## config.mk

```make
export PLATFORM = sky130hd
export DESIGN_NAME = cfg_latch_loader
export DESIGN_NICKNAME = d
export VERILOG_FILES = /design/src/rtl/cfg_latch_loader_pkg.sv /design/src/rtl/cfg_word_assembler.sv /design/src/rtl/cfg_latch_loader.sv
export SDC_FILE = /design/constraint.sdc
export NUM_CORES = 1
export LEC_CHECK = 0
export BUFFER_PORTS_ARGS = -buffer_cell sky130_fd_sc_hd__clkbuf_2
export CAP_MARGIN = 20
export CORE_MARGIN = 5
export CORE_UTILIZATION = 50
export CTS_BUF_LIST = sky130_fd_sc_hd__clkbuf_16
export DETAILED_ROUTE_END_ITERATION = 8
export GPL_TIMING_DRIVEN = 0
export PLACE_DENSITY = 0.81
export SYNTH_ARGS = -nofsm -noshare
export SYNTH_HDL_FRONTEND = slang
export SYNTH_HIERARCHICAL = 1
export SYNTH_SLANG_ARGS = --single-unit
```

## constraint.sdc

```tcl
create_clock -name clk -period 4.2 [get_ports clk]
set_clock_uncertainty 0.2 [all_clocks]
set_input_delay 0.42 -clock clk [delete_from_list [all_inputs] [get_ports clk]]
set_output_delay 0.42 -clock clk [all_outputs]
set_load 0.1 [all_outputs]
```

## src/rtl/cfg_latch_loader_pkg.sv

```systemverilog
// rtl/cfg_latch_loader_pkg.sv - shared types and constants for the config latch loader
//
// Purpose: FSM state encoding, default geometry and sizing helpers used by
//          cfg_latch_loader and cfg_word_assembler.
// Ports:   none (package).
package cfg_latch_loader_pkg;

  localparam int DEF_NUM_WORDS = 10;
  localparam int DEF_WORD_W    = 32;
  localparam int DEF_IN_W      = 8;

  typedef enum logic [2:0] {
    ST_IDLE   = 3'd0,
    ST_LOAD   = 3'd1,
    ST_SETUP  = 3'd2,
    ST_STROBE = 3'd3,
    ST_HOLD   = 3'd4,
    ST_CHECK  = 3'd5,
    ST_DONE   = 3'd6
  } state_t;

  // Input beats per latch word.
  function automatic int beats_of(input int word_w, input int in_w);
    return word_w / in_w;
  endfunction

  // Counter width able to index n items; never narrower than one bit.
  function automatic int idx_w_of(input int n);
    return (n > 1) ? $clog2(n) : 1;
  endfunction

endpackage

```

## src/rtl/cfg_word_assembler.sv

```systemverilog
// rtl/cfg_word_assembler.sv - packs input beats into one latch word, first beat least significant
//
// Purpose: beat counter plus byte-lane word register.
// Ports:
//   clk, reset    clock, synchronous active-high reset
//   i_clear       restart assembly at lane 0 (start of a load)
//   i_accept      a beat is being accepted this cycle
//   i_data        beat payload
//   o_word_full   the beat currently offered completes the word
//   o_word        assembled word including the beat currently offered
module cfg_word_assembler
  import cfg_latch_loader_pkg::*;
#(
  parameter int WORD_W = DEF_WORD_W,
  parameter int IN_W   = DEF_IN_W
) (
  input  logic              clk,
  input  logic              reset,
  input  logic              i_clear,
  input  logic              i_accept,
  input  logic [IN_W-1:0]   i_data,
  output logic              o_word_full,
  output logic [WORD_W-1:0] o_word
);

  localparam int BEATS = beats_of(WORD_W, IN_W);
  localparam int CNT_W = idx_w_of(BEATS);
  localparam logic [CNT_W-1:0] LAST_BEAT = CNT_W'(BEATS - 1);

  logic [CNT_W-1:0]  r_beat_cnt;
  logic [WORD_W-1:0] r_word;
  logic [WORD_W-1:0] w_word;

  // Merging the live beat lets the top register the finished word on the
  // same edge that accepts the last beat, so SETUP already shows it.
  always_comb begin
    w_word = r_word;
    w_word[r_beat_cnt*IN_W +: IN_W] = i_data;
  end

  assign o_word_full = (r_beat_cnt == LAST_BEAT);
  assign o_word      = w_word;

  always_ff @(posedge clk) begin
    if (reset || i_clear) begin
      r_beat_cnt <= '0;
      r_word     <= '0;
    end else if (i_accept) begin
      r_word     <= w_word;
      r_beat_cnt <= o_word_full ? '0 : r_beat_cnt + CNT_W'(1);
    end
  end

endmodule

```

## src/rtl/cfg_latch_loader.sv

```systemverilog
// rtl/cfg_latch_loader.sv - loads a LUT tile latch bank from a byte-wide config stream
//
// Purpose: assembles beats into words and writes each word with a
//          setup / strobe / hold sequence, word 0 first.
// Optional: CFG_LATCH_LOADER_CHECKSUM_EN adds an XOR trailer check (CHECK state).
// Ports:
//   clk, reset       clock, synchronous active-high reset
//   io_start         pulse; begins a full load when not busy
//   io_in_valid/ready/data  beat handshake (accept on valid && ready)
//   io_d_in          latch data bus
//   io_configs_en    one-hot latch word enables
//   io_busy          load in progress
//   io_done          sticky, last load completed; cleared by io_start
//   io_cfg_err       sticky checksum error (0 without the option)
module cfg_latch_loader
  import cfg_latch_loader_pkg::*;
#(
  parameter int NUM_WORDS = DEF_NUM_WORDS,
  parameter int WORD_W    = DEF_WORD_W,
  parameter int IN_W      = DEF_IN_W
) (
  input  logic                 clk,
  input  logic                 reset,
  input  logic                 io_start,
  input  logic                 io_in_valid,
  output logic                 io_in_ready,
  input  logic [IN_W-1:0]      io_in_data,
  output logic [WORD_W-1:0]    io_d_in,
  output logic [NUM_WORDS-1:0] io_configs_en,
  output logic                 io_busy,
  output logic                 io_done,
  output logic                 io_cfg_err
);

  localparam int IDX_W = idx_w_of(NUM_WORDS);
  localparam logic [IDX_W-1:0]     LAST_IDX = IDX_W'(NUM_WORDS - 1);
  localparam logic [NUM_WORDS-1:0] EN_ONE   = NUM_WORDS'(1);

  state_t               r_state;
  logic [IDX_W-1:0]     r_word_idx;
  logic                 r_in_ready;
  logic [WORD_W-1:0]    r_d_in;
  logic [NUM_WORDS-1:0] r_configs_en;
  logic                 r_busy;
  logic                 r_done;

  logic                 w_start_ok;
  logic                 w_load_beat;
  logic                 w_word_full;
  logic [WORD_W-1:0]    w_word;

  // DONE is a one-cycle state with busy already low, so a start there is honoured.
  assign w_start_ok  = io_start && (r_state == ST_IDLE || r_state == ST_DONE);
  assign w_load_beat = io_in_valid && r_in_ready && (r_state == ST_LOAD);

  cfg_word_assembler #(
    .WORD_W (WORD_W),
    .IN_W   (IN_W)
  ) u_asm (
    .clk         (clk),
    .reset       (reset),
    .i_clear     (w_start_ok),
    .i_accept    (w_load_beat),
    .i_data      (io_in_data),
    .o_word_full (w_word_full),
    .o_word      (w_word)
  );

`ifdef CFG_LATCH_LOADER_CHECKSUM_EN
  logic [IN_W-1:0] r_xor;
  logic            r_cfg_err;
  logic            w_check_beat;

  assign w_check_beat = io_in_valid && r_in_ready && (r_state == ST_CHECK);

  always_ff @(posedge clk) begin
    if (reset || w_start_ok) begin
      r_xor     <= '0;
      r_cfg_err <= 1'b0;
    end else begin
      if (w_load_beat)  r_xor     <= r_xor ^ io_in_data;
      if (w_check_beat) r_cfg_err <= (io_in_data != r_xor);
    end
  end

  assign io_cfg_err = r_cfg_err;
`else
  assign io_cfg_err = 1'b0;
`endif

  always_ff @(posedge clk) begin
    if (reset) begin
      r_state      <= ST_IDLE;
      r_word_idx   <= '0;
      r_in_ready   <= 1'b0;
      r_d_in       <= '0;
      r_configs_en <= '0;
      r_busy       <= 1'b0;
      r_done       <= 1'b0;
    end else begin
      case (r_state)
        ST_IDLE, ST_DONE: begin
          if (w_start_ok) begin
            r_state    <= ST_LOAD;
            r_word_idx <= '0;
            r_in_ready <= 1'b1;
            r_busy     <= 1'b1;
            r_done     <= 1'b0;
          end else begin
            r_state <= ST_IDLE;
          end
        end
        ST_LOAD: begin
          if (w_load_beat && w_word_full) begin
            // Data bus moves only here, a full cycle ahead of the enable.
            r_d_in     <= w_word;
            r_in_ready <= 1'b0;
            r_state    <= ST_SETUP;
          end
        end
        ST_SETUP: begin
          r_configs_en <= EN_ONE << r_word_idx;
          r_state      <= ST_STROBE;
        end
        ST_STROBE: begin
          r_configs_en <= '0;
          r_state      <= ST_HOLD;
        end
        ST_HOLD: begin
          if (r_word_idx == LAST_IDX) begin
`ifdef CFG_LATCH_LOADER_CHECKSUM_EN
            r_in_ready <= 1'b1;
            r_state    <= ST_CHECK;
`else
            r_busy  <= 1'b0;
            r_done  <= 1'b1;
            r_state <= ST_DONE;
`endif
          end else begin
            r_word_idx <= r_word_idx + IDX_W'(1);
            r_in_ready <= 1'b1;
            r_state    <= ST_LOAD;
          end
        end
`ifdef CFG_LATCH_LOADER_CHECKSUM_EN
        ST_CHECK: begin
          if (w_check_beat) begin
            r_in_ready <= 1'b0;
            r_busy     <= 1'b0;
            r_done     <= 1'b1;
            r_state    <= ST_DONE;
          end
        end
`endif
        default: r_state <= ST_IDLE;
      endcase
    end
  end

  assign io_in_ready   = r_in_ready;
  assign io_d_in       = r_d_in;
  assign io_configs_en = r_configs_en;
  assign io_busy       = r_busy;
  assign io_done       = r_done;

endmodule

```

# [After elaboration in Yosys (flattened, before gate mapping)]
# Index checks and enable logic that the tools add are counted.
# W data, S select, Z words.
[word_totals] ff_bits=86 input_bits=12 output_inout_bits=46
[classes] addsub=3 n_eq_ne=11 shift=3 muxes=19 n_reduce_logical=15
[ops] op="$neg A5 Y34" n=1
[ops] op="$shift A8 B34 Y32 const A" n=1
[ops] op="$shiftx A8 B34 Y32" n=1
[ops] op="$bwmux W32" n=1
[ops] op="$pmux W10 S2" n=1
[ops] op="$pmux W3 S5" n=1
[ops] op="$shl A1 B4 Y10 const A" n=1
[ops] op="$mux W4" n=2
[ops] op="$pmux W4 S2" n=1
[ops] op="$mux W1" n=7
[ops] op="$eq A3 B2 Y1 const B" n=2
[ops] op="$eq A3 B3 Y1 const B" n=2
[ops] op="$mux W3" n=2
[ops] op="$reduce_and A3 Y1" n=2
[ops] op="$add A4 B1 Y4 const B" n=1
[ops] op="$eq A4 B4 Y1 const B" n=1
[ops] op="$logic_and A1 B1 Y1" n=4
[ops] op="$ne A2 B1 Y1 const B" n=2
[ops] op="$ne A2 B2 Y1 const B" n=2
[ops] op="$pmux W1 S2" n=2
[ops] op="$reduce_and A4 Y1" n=1
[ops] op="$reduce_bool A2 Y1" n=2
[ops] op="$eq A3 B1 Y1 const B" n=1
[ops] op="$logic_not A3 Y1" n=1
[ops] op="8 further kinds" n=9

# [Longest topological paths before layout]
# Gate-level depths: netlist of the first run.
[logic_depth] depth_word=5 mapped_depth=10

# [Hierarchy]
# The synthesis of the first run kept the hierarchy.
[modules_own_cells] mod="cfg_latch_loader" n_inst=1 cells_each=251 area_per_inst_um2=2079.5 seq_area_each_um2=1041.0
[modules_own_cells] mod="cfg_word_assembler" n_inst=1 cells_each=219 area_per_inst_um2=1835.5 seq_area_each_um2=680.7

# [Worst setup path after synthesis of the first run]
# OpenSTA, ideal clock, no wires.
[synth_timing] path_kind="register -> register" from="register r_in_ready (netlist: io_in_ready)" to="register u_asm.r_word[11]" setup_ns=0.071 t_arrival_ns=2.087 required_time_ns=3.929 path_slack_ns=1.843 stages_incl_launch_ff=7 cell_sequence="dfxtp_1 and3_1 and2_0 clkbuf_1 buf_2 nand4_1 a21oi_1"
[synth_via] elab_chain_len=2
[synth_rtl] item="start, declared" line="cfg_latch_loader.sv:41" rtl="logic r_in_ready;"
[synth_rtl] item="start signal, assigned" line="cfg_latch_loader.sv:95" rtl="r_in_ready <= 1'b0;"
[synth_rtl] item="start signal, assigned" line="cfg_latch_loader.sv:106" rtl="r_in_ready <= 1'b1;"
[synth_rtl] item="start signal, assigned" line="cfg_latch_loader.sv:117" rtl="r_in_ready <= 1'b0;"
[synth_rtl] item="$logic_and A1 B1 Y1 (2 in a row)" line="cfg_latch_loader.sv:54" rtl="assign w_load_beat = io_in_valid && r_in_ready && (r_state == ST_LOAD);"
[synth_rtl] item="named net w_load_beat" line="cfg_latch_loader.sv:48" rtl="logic w_load_beat;"
[synth_rtl] item="end signal, assigned" line="cfg_word_assembler.sv:49" rtl="r_word <= w_word;"
[synth_rtl] item="end, declared" line="cfg_word_assembler.sv:31" rtl="logic [WORD_W-1:0] r_word;"
# The timed path passes the listed nets, and every way through them passes these cells.
# A chain may end at the register's enable or synchronous reset.

# [Worst setup path after layout of the first run]
[layout_timing] from="register r_state[0]" to="register u_asm.r_word[1]"
[layout_via] elab_cells_between_ends=7 cone_classes="eq/ne: 2; reduce/logical: 5"
[layout_lines] item="start, declared" line="cfg_latch_loader.sv:39" rtl="state_t r_state;"
[layout_lines] item="start signal, assigned" line="cfg_latch_loader.sv:93" rtl="r_state <= ST_IDLE;"
[layout_lines] item="start signal, assigned" line="cfg_latch_loader.sv:104" rtl="r_state <= ST_LOAD;"
[layout_lines] item="start signal, assigned" line="cfg_latch_loader.sv:110" rtl="r_state <= ST_IDLE;"
[layout_lines] item="$eq A3 B1 Y1" line="cfg_latch_loader.sv:54"
[layout_lines] item="$logic_and A1 B1 Y1" line="cfg_latch_loader.sv:54"
[layout_lines] item="named net w_load_beat" line="cfg_latch_loader.sv:48"
# The timed path passes the listed nets, and every way through them passes these cells.

==> flow_metrics.py, run 1 <==
metrics = {
    "detailed_routing": {
        "finalWirelength_um": 9860,
        "wl_per_cell_um": 15.5,
        "via_per_inst": 5.52,
        "drt_iter0_drc": 216,
        "dr.pass1.iters": 4,
        "vias": 3519,
        "postRouteAntennaNets": 0,
        "drcViolationCount": 0,
    },
    "timing": {
        "setup-tns-final_ns": 0,
        "grt_setup_unrepaired": "false",
        "worst_pin_slew_ns": 0.630,
        "final-hold-violation-count": 0,
        "fin_hold_ws_ns": 0.222,
        "setup_ws_ns": 1.64,
        "setup_viol": 0,
        "period_minus_slack_ns": 2.56,
        "period_share": 0.610,
        "slew_headroom": 0.576,
        "fmax_ghz": 0.390,
        "drv_slew": 0,
    },
    "cells_and_area": {
        "regArea_sq_um": 1720,
        "fin_util": 0.603,
        "final_cell_area_sq_um": 4630,
        "stdcell_count": 637,
        "multi_input_area_sq_um": 1860,
        "fin_nets": 554,
        "nFillCells": 687,
        "drive_above_1_share": 0.198,
        "final_common_cell": "nand2_1",
        "n_antenna_cell": 0,
        "area_growth_pct": 18.3,
        "final_cell_mix": "nand2_1 (94), dfxtp_1 (86), a21oi_1 (55)",
    },
    "global_route": {
        "grt_pass1_vias": 3437,
        "busiest_layer": "met2",
        "grt_pass1_wl_um": 16400,
        "grt.met2_usage": 0.353,
        "grt_use_met3": 0.0446,
        "track_usage": 0.207,
        "antenna_found_initial": 0,
        "grt_overflow": 0,
        "grt_max_degree": 16,
        "grtUsageMet1": 0.255,
    },
    "logic_synthesis": {
        "synth_area_sq_um": 3920,
        "yosys.area.top_type_share": 0.440,
        "synth_seq_cells": 86,
        "syn_nets": 494,
        "yosysUniqueCellTypes": 46,
        "yosys_warnings": 6,
        "yosys.area.top_type": "dfxtp_1",
        "ys_seq_area_frac": 0.440,
        "yosys-top-cells-area": "dfxtp_1 (44%), nand2_1 (9.0%), a21oi_1 (7.0%), a32oi_1 (4.3%), ha_1 (3.8%)",
        "synth.avg_cell_area_sq_um": 8.33,
        "ys.flop_type": "dfxtp_1",
        "syn_inst": 470,
        "synth-async-reset-ratio": 0,
        "synth_edf_count": 0,
    },
    "job": {
        "cap_violations": 0,
    },
    "pwr": {
        "ir_drop_mv": 0.195,
        "p_total_mw": 2.10,
        "power.density_nw_per_um2": 453,
        "total_leakage_power_nw": 1.77,
    },
    "worst_setup_path": {
        "crit_required_ns": 4.21,
        "path_max_fanout": 10,
        "end_kind": "flop",
        "setup.worst_path.class": "reg -> reg",
        "start_kind": "flop",
        "arrival_ns": 2.57,
    },
    "floorplanning": {
        "die_x_um": 98.5,
        "core_sq_um": 7690,
        "ios": 58,
        "die_h_um": 98.5,
        "rows": 32,
        "start_util": 0.509,
        "dieArea_sq_um": 9700,
    },
    "cts": {
        "tritoncts": "built",
        "clkTransAtPathRegs_ns": 0.06,
        "cts-root-buf": "clkbuf_16",
        "ctsResizeCount": 0,
        "postCtsSetupBuffers": 0,
        "clk_path_buf_depth": 2,
        "postCtsHoldBufs": 0,
        "cts_max_level": 3,
        "numCtsBuffers": 9,
        "insertion_delay_ns": 0.34,
        "cts.sinks": 86,
    },
    "place": {
        "dp.cells": 621,
        "routabilityCongestion": 0.882,
        "numPortBuffers": 49,
        "postPlaceCellArea_sq_um": 4290,
        "place_ws_ns": 1.83,
        "dp_hpwl_um": 6960,
    },
    "min_path": {
        "hold_class": "in -> reg",
    },
    "outcome": {
        "status": "finished, final reports clean",
    },
}
-- synthesized netlist by cell type (2+ instances only) --
master / instances
inv_1: 19
and4bb_2: 2
nor4_1: 2
mux2_2: 2
nor4bb_1: 2
a22o_1: 14
and3_1: 3
nand2b_1: 2
dfxtp_1: 86
nor2_1: 40
and2_1: 4
clkbuf_1: 18
nor3_1: 2
nand4_1: 14
nand2_1: 94
buf_6: 7
nor2b_1: 2
nand3_1: 4
buf_2: 7
and2_0: 2
nor3b_1: 3
o21ai_0: 12
a22oi_1: 6
ha_1: 12
a32oi_1: 19
buf_4: 10
nand3b_1: 2
a21oi_1: 55
a22o_2: 8
-- where the power goes --
part | leakage, nW | switching [mW] | internal (mW) | total [mW]
Clock | 0.166 | 0.334 | 0.584 | 0.918
Combinational | 0.913 | 0.236 | 0.0938 | 0.329
Sequential | 0.693 | 0.0151 | 0.836 | 0.851
Total | 1.77 | 0.584 | 1.51 | 2.10
-- critical path, stage by stage, from the launching register on --
cell and delay (ns):
dfxtp_1 0.36, buf_2 0.22, nor3b_1 0.24, and3_1 0.35
clkbuf_1 0.41, nand2_1 0.31, a32oi_1 0.28, nor2_1 0.06
-- layout make-up --
| type | instances | share of cell area |
|---|---|---|
| clock inverter | 7 | 0.0259 |
| sequential | 86 | 0.372 |
| inverter | 19 | 0.0154 |
| buffer | 44 | 0.0573 |
| tap | 102 | 0.0275 |
| timing repair buffer | 49 | 0.0529 |
| clock buffer | 9 | 0.0486 |
| multi-input combinational | 321 | 0.401 |
-- flip-flops by register name, indices dropped and copies added (netlist names) --
name / cells
io_d_in: 32
r_word_idx: 4
u_asm/r_beat_cnt: 2
u_asm/r_word: 32
r_state: 3
io_done: 1
io_busy: 1
io_configs_en: 10
io_in_ready: 1
-- logic make-up after synthesis --
family / Yosys count / share of synthesized area
fa+ha+maj: 12 / 0.0383
simple gates: 186 / 0.225
buf+inv: 63 / 0.0860
compound gates: 118 / 0.199
flops: 86 / 0.440
other cells: 1 / 0.000958
xor+xnor: 1 / 0.00224
mux: 3 / 0.00831
-- layer usage --
layer	up-vias	share of wire
met1	1652	0.44
met2	103	0.49
met3	20	0.050
li1	1744	-
met4	0	0.023
met5	-	0
-- worst paths after layout --
| check | startpoint | to | slack (ns) | cells past startpoint |
|---|---|---|---|---|
| setup / recovery | r_state[0] | u_asm/r_word[1] | 1.64 | 7 |
| hold / removal | io_in_data[6] | u_asm/r_word[14] | 0.22 | 3 |
| setup reg to reg | r_state[0] | u_asm/r_word[1] | 1.64 | 7 |
| hold reg to reg | u_asm/r_word[14] | u_asm/r_word[14] | 0.25 | 2 |
No activity file was read; power rests on OpenSTA's default activity.
==> run 2: changes to the inputs <==
Clock period 4.2 ns to 2.4 ns, I/O delays scaled along.
==> run 2 against run 1 <==
Against the previous run: sequential cell count did not move; sequential share of layout area fell by 0.64 points; core utilization rose by 1.1 points; cell area rose by 1.8%; critical endpoint is now io_d_in[7]; largest power group unchanged; global-route usage barely moved; sequential power rose by 75%; wire length rose by 1.4%; non-clock buffer count rose by 6; critical path type unchanged; hold slack got worse by 0.18 ns.
==> flow_metrics.py, run 2 (synthesized netlist as in run 1, its figures left out) <==
metrics = {
    "timing": {
        "worst_pin_slew_ns": 0.636,
        "final-hold-violation-count": 0,
        "drv_slew": 0,
        "setup-tns-final_ns": 0,
        "slew_headroom": 0.573,
        "setup_viol": 0,
        "fin_hold_ws_ns": 0.0430,
        "fmax_ghz": 0.437,
        "period_share": 0.953,
        "period_minus_slack_ns": 2.29,
    },
    "cts": {
        "clk_path_buf_depth": 2,
        "cts.sinks": 86,
        "numCtsBuffers": 9,
        "postCtsHoldBufs": 0,
        "tritoncts": "built",
        "cts-root-buf": "clkbuf_16",
        "cts_max_level": 3,
        "insertion_delay_ns": 0.34,
        "clkTransAtPathRegs_ns": 0.06,
    },
    "detailed_routing": {
        "vias": 3586,
        "postRouteAntennaNets": 0,
        "drt_iter0_drc": 244,
        "drcViolationCount": 0,
        "finalWirelength_um": 10000,
        "dr.pass1.iters": 4,
        "via_per_inst": 5.58,
        "wl_per_cell_um": 15.5,
    },
    "pwr": {
        "switching_share": 0.278,
        "internal_power_mw": 2.66,
        "total_leakage_power_nw": 1.86,
        "ir_drop_mv": 0.339,
        "p_total_mw": 3.68,
        "power.density_nw_per_um2": 780,
        "clock_power_share": 0.435,
        "seq_power_share": 0.404,
        "power.switching_mw": 1.02,
        "combPwrFrac": 0.161,
    },
    "floorplanning": {
        "die_x_um": 98.5,
        "ios": 58,
        "core_sq_um": 7690,
        "dieArea_sq_um": 9700,
        "rows": 32,
        "start_util": 0.509,
        "die_h_um": 98.5,
    },
    "worst_setup_path": {
        "crit_required_ns": 2.47,
        "rr_startpoint": "u_asm/r_beat_cnt[0]",
        "setup.worst_path.class": "reg -> reg",
        "arrival_ns": 2.36,
        "cp_cell_sequence": "buf_6 > inv_1 > ha_2 > and4bb_2 > clkbuf_2 > buf_4 > nand2_1 > o21ai_0 > nand2_1 > a21oi_1",
        "crit_start": "u_asm/r_beat_cnt[0]",
        "path_max_fanout": 10,
        "start_kind": "flop",
        "end_kind": "flop",
        "critPathBufInv": 4,
        "max_stage_delay_ns": 0.37,
        "crit_top_cell": "nand2_1",
        "cp_top_family": "buffers and inverters",
        "cpMaxStageDelayCell": "dfxtp_2",
    },
    "cells_and_area": {
        "final_common_cell": "nand2_1",
        "fin_nets": 560,
        "regArea_sq_um": 1720,
        "final_cell_mix": "nand2_1 (93), dfxtp_1 (85), clkbuf_2 (56)",
        "multi_input_area_sq_um": 1880,
        "n_antenna_cell": 0,
        "area_growth_pct": 20.5,
        "nFillCells": 670,
        "drive_above_1_share": 0.227,
    },
    "min_path": {
        "hold_class": "in -> reg",
        "worstHoldStart": "io_in_data[7]",
    },
    "job": {
        "cap_violations": 0,
    },
    "place": {
        "dp_hpwl_um": 6960,
        "routabilityCongestion": 0.882,
        "numPortBuffers": 49,
    },
    "global_route": {
        "grt_overflow": 0,
        "grt_max_degree": 16,
        "track_usage": 0.207,
        "grt_pass1_vias": 3443,
        "grt_pass1_wl_um": 16400,
        "antenna_found_initial": 0,
    },
    "outcome": {
        "status": "finished, final reports clean",
    },
}
==> run 2: metal layers <==
layer,part of all wire,global-route usage
met1,0.44,0.255
met2,0.49,0.353
met3,0.046,0.0446
met4,0.026,0.0819
met5,0,0
==> run 2: area by class of cell <==
| class | count | area share |
|---|---|---|
| clock buffer | 9 | 0.0477 |
| buffer | 44 | 0.0583 |
| tap | 102 | 0.0270 |
| sequential | 86 | 0.365 |
| multi-input combinational | 321 | 0.399 |
| timing repair buffer | 55 | 0.0626 |
| clock inverter | 7 | 0.0255 |
| inverter | 19 | 0.0151 |
==> run 2: repair_timing <==
| item | 4_1_cts | 5_1_grt |
|---|---|---|
| gates resized for setup | 1 | 17 |
| setup buffers | 0 | 6 |
| pin swaps | 0 | 2 |
| setup endpoints to repair | 1 | 64 |
==> run 2: power by group through the flow <==
stage          logic, mW  registers, mW  clock network (mW)
2_1_floorplan      0.350           1.62                   0
3_3_place_gp       0.552           1.52                   0
3_5_place_dp       0.562           1.52                   0
4_1_cts            0.569           1.49                1.62
5_1_grt            0.640           1.49                1.69
6_report           0.592           1.49                1.60
==> run 2: path summary, 6_finish.rpt <==
kind                            cells after the start  slack [ns]               end
worst max-delay path                               10        0.11        io_d_in[7]
worst min-delay path                                3        0.04  u_asm/r_word[15]
worst max register to register                     10        0.11        io_d_in[7]
worst min register to register                      2        0.26       io_d_in[25]
==> run 2: per-stage QoR <==
stage / instance area, sq um / instances / utilization / setup slack, ns
after floorplan: 3920 / 470 / - / 0.0426
after global placement: 4290 / 621 / 0.558 / 0.0479
after detailed placement: 4290 / 621 / 0.558 / 0.0252
after CTS: 4630 / 637 / 0.603 / 0.0133
after global routing: 4720 / 643 / 0.614 / -0.0392
final: 4720 / 643 / 0.614 / 0.112
==> run 2: worst register-to-register path: stages (launching register included) <==
cell      delay [ns]
dfxtp_2         0.37
buf_6           0.14
inv_1           0.08
ha_2            0.34
and4bb_2        0.30
clkbuf_2        0.18
buf_4           0.19
nand2_1         0.07
o21ai_0         0.14
nand2_1         0.09
a21oi_1         0.12
==> run 3: changes to the inputs <==
Settings changed: BUFFER_PORTS_ARGS -buffer_cell sky130_fd_sc_hd__clkbuf_2 to default, DONT_BUFFER_PORTS from default to 1, PLACE_DENSITY 0.81 to 0.75.
==> run 3 against run 2 <==
Against the previous run: combinational power fell by 22%; hold slack got worse by 0.0040 ns; wire length shrank 0.52%; largest cell class unchanged; highest routed layer unchanged; critical path depth decreased by 4; power is 1.5% lower; critical endpoint is now u_asm/r_word[28]; via count fell by 4.0%; sequential power grew 7%.
==> flow_metrics.py, run 3 (synthesized netlist as in run 1, its figures left out) <==
metrics = {
    "global_route": {
        "track_usage": 0.208,
        "grt_pass1_vias": 3280,
        "grt_max_degree": 15,
        "grt_overflow": 0,
        "grtUsageMet1": 0.262,
        "grt_pass1_wl_um": 16500,
        "busiest_layer": "met2",
        "grt_use_met3": 0.0616,
        "antenna_found_initial": 0,
        "grt.met2_usage": 0.334,
    },
    "worst_setup_path": {
        "r2r_setup_slack_ns": 0.11,
        "cpMaxStageDelayCell": "dfxtp_1",
        "max_stage_delay_ns": 0.42,
        "r2r-end": "u_asm/r_word[28]",
        "end_kind": "flop",
        "cp_top_family": "simple AND/OR/NAND/NOR gates",
        "rr_worst_depth": 6,
        "setup.worst_path.class": "reg -> reg",
        "rr_startpoint": "r_state[2]",
        "critPathBufInv": 2,
        "start_kind": "flop",
        "crit_required_ns": 2.41,
        "path_max_fanout": 10,
        "arrival_ns": 2.31,
        "cp_cell_sequence": "nand2b_1 > nor4bb_1 > or2_2 > clkbuf_1 > clkbuf_2 > a21oi_1",
    },
    "min_path": {
        "holdPathEnd": "u_asm/r_word[9]",
        "hold_class": "in -> reg",
        "worstHoldStart": "io_in_data[1]",
        "hold_path_depth": 3,
    },
    "cells_and_area": {
        "n_antenna_cell": 0,
        "nFillCells": 704,
        "final_common_cell": "nand2_1",
        "fin_nets": 509,
        "multi_input_area_sq_um": 1870,
        "area_growth_pct": 13.2,
        "regArea_sq_um": 1720,
        "drive_above_1_share": 0.139,
        "stdcell_count": 591,
        "final_cell_mix": "nand2_1 (94), dfxtp_1 (84), a21oi_1 (55)",
        "final_cell_area_sq_um": 4430,
    },
    "floorplanning": {
        "dieArea_sq_um": 9700,
        "core_sq_um": 7690,
        "ios": 58,
        "start_util": 0.509,
        "rows": 32,
        "die_x_um": 98.5,
        "die_h_um": 98.5,
    },
    "place": {
        "routabilityCongestion": 0.835,
        "dp.cells": 572,
        "place_ws_ns": -0.317,
        "numPortBuffers": 0,
        "postPlaceCellArea_sq_um": 4040,
        "dp_hpwl_um": 6800,
    },
    "timing": {
        "drv_slew": 0,
        "slew_headroom": 0.330,
        "fmax_ghz": 0.436,
        "period_minus_slack_ns": 2.29,
        "final-hold-violation-count": 0,
        "grt_setup_unrepaired": "false",
        "setup_viol": 0,
        "setup_ws_ns": 0.108,
        "setup-tns-final_ns": 0,
        "period_share": 0.955,
        "worst_pin_slew_ns": 1.00,
    },
    "pwr": {
        "total_leakage_power_nw": 1.60,
        "ir_drop_mv": 0.363,
        "power.density_nw_per_um2": 818,
        "p_total_mw": 3.63,
    },
    "outcome": {
        "status": "finished, final reports clean",
    },
    "cts": {
        "cts-root-buf": "clkbuf_16",
        "cts.sinks": 86,
        "cts_max_level": 3,
        "tritoncts": "built",
        "insertion_delay_ns": 0.34,
        "clk_path_buf_depth": 2,
        "clkTransAtPathRegs_ns": 0.06,
        "numCtsBuffers": 9,
    },
    "detailed_routing": {
        "via_per_inst": 5.82,
        "dr.pass1.iters": 5,
        "drt_iter0_drc": 187,
        "postRouteAntennaNets": 0,
        "vias": 3442,
        "drcViolationCount": 0,
        "finalWirelength_um": 9940,
        "wl_per_cell_um": 16.8,
    },
    "job": {
        "cap_violations": 0,
    },
}
run 3: what timing repair did:
item,in CTS,in global routing
hold endpoints to repair,3,0
setup endpoints to repair,25,64
gates resized for setup,4,12
cloned,0,0
setup buffers,0,3
pin swaps,0,2
hold buffers,1,0
run 3: where the power goes:
part	switching [mW]	total, mW	leakage, nW	internal, mW
sequential	0.132	1.60	0.694	1.46
clock	0.559	1.57	0.160	1.01
combinational	0.304	0.462	0.746	0.159
run 3: tightest hold or removal path, delay by kind of cell:
kind / cells / cell delay, ns
AOI/OAI and AO/OA: 1 / 0.06
buffers and inverters: 1 / 0.15
and+or+nand+nor: 1 / 0.07
run 3: layout make-up:
class / count / share of cell area
Buffer: 44 / 0.0621
Clock buffer: 9 / 0.0508
Inverter: 19 / 0.0161
Multi-Input combinational cell: 321 / 0.421
Timing Repair Buffer: 4 / 0.00734
Clock inverter: 6 / 0.0248
Tap cell: 102 / 0.0288
Sequential cell: 86 / 0.389
run 3: worst max-delay path by stage:
stage / startpoint / end / slack (ns) / cells after the start
floorplan: io_in_ready / u_asm/r_word[11] / 0.04 / 6
global placement: io_in_ready / u_asm/r_word[4] / -0.27 / 5
detailed placement: io_in_ready / u_asm/r_word[0] / -0.32 / 5
CTS: u_asm/r_beat_cnt[0] / io_d_in[9] / 0.02 / 9
global route: u_asm/r_beat_cnt[0] / io_d_in[3] / 0.01 / 10
finish: r_state[2] / u_asm/r_word[28] / 0.11 / 6
run 3: through the flow:
stage	utilization	hold slack, ns
floorplan	-	0.206
finish	0.577	0.0390
global route	0.577	0.0266
global placement	0.526	0.217
detailed placement	0.526	0.226
CTS	0.571	0.0148
run 3: metal layers:
metal  share of wire  wire [um]
met4           0.023        227
met5               0          0
met3           0.076        751
met1            0.42       4200
met2            0.48       4770
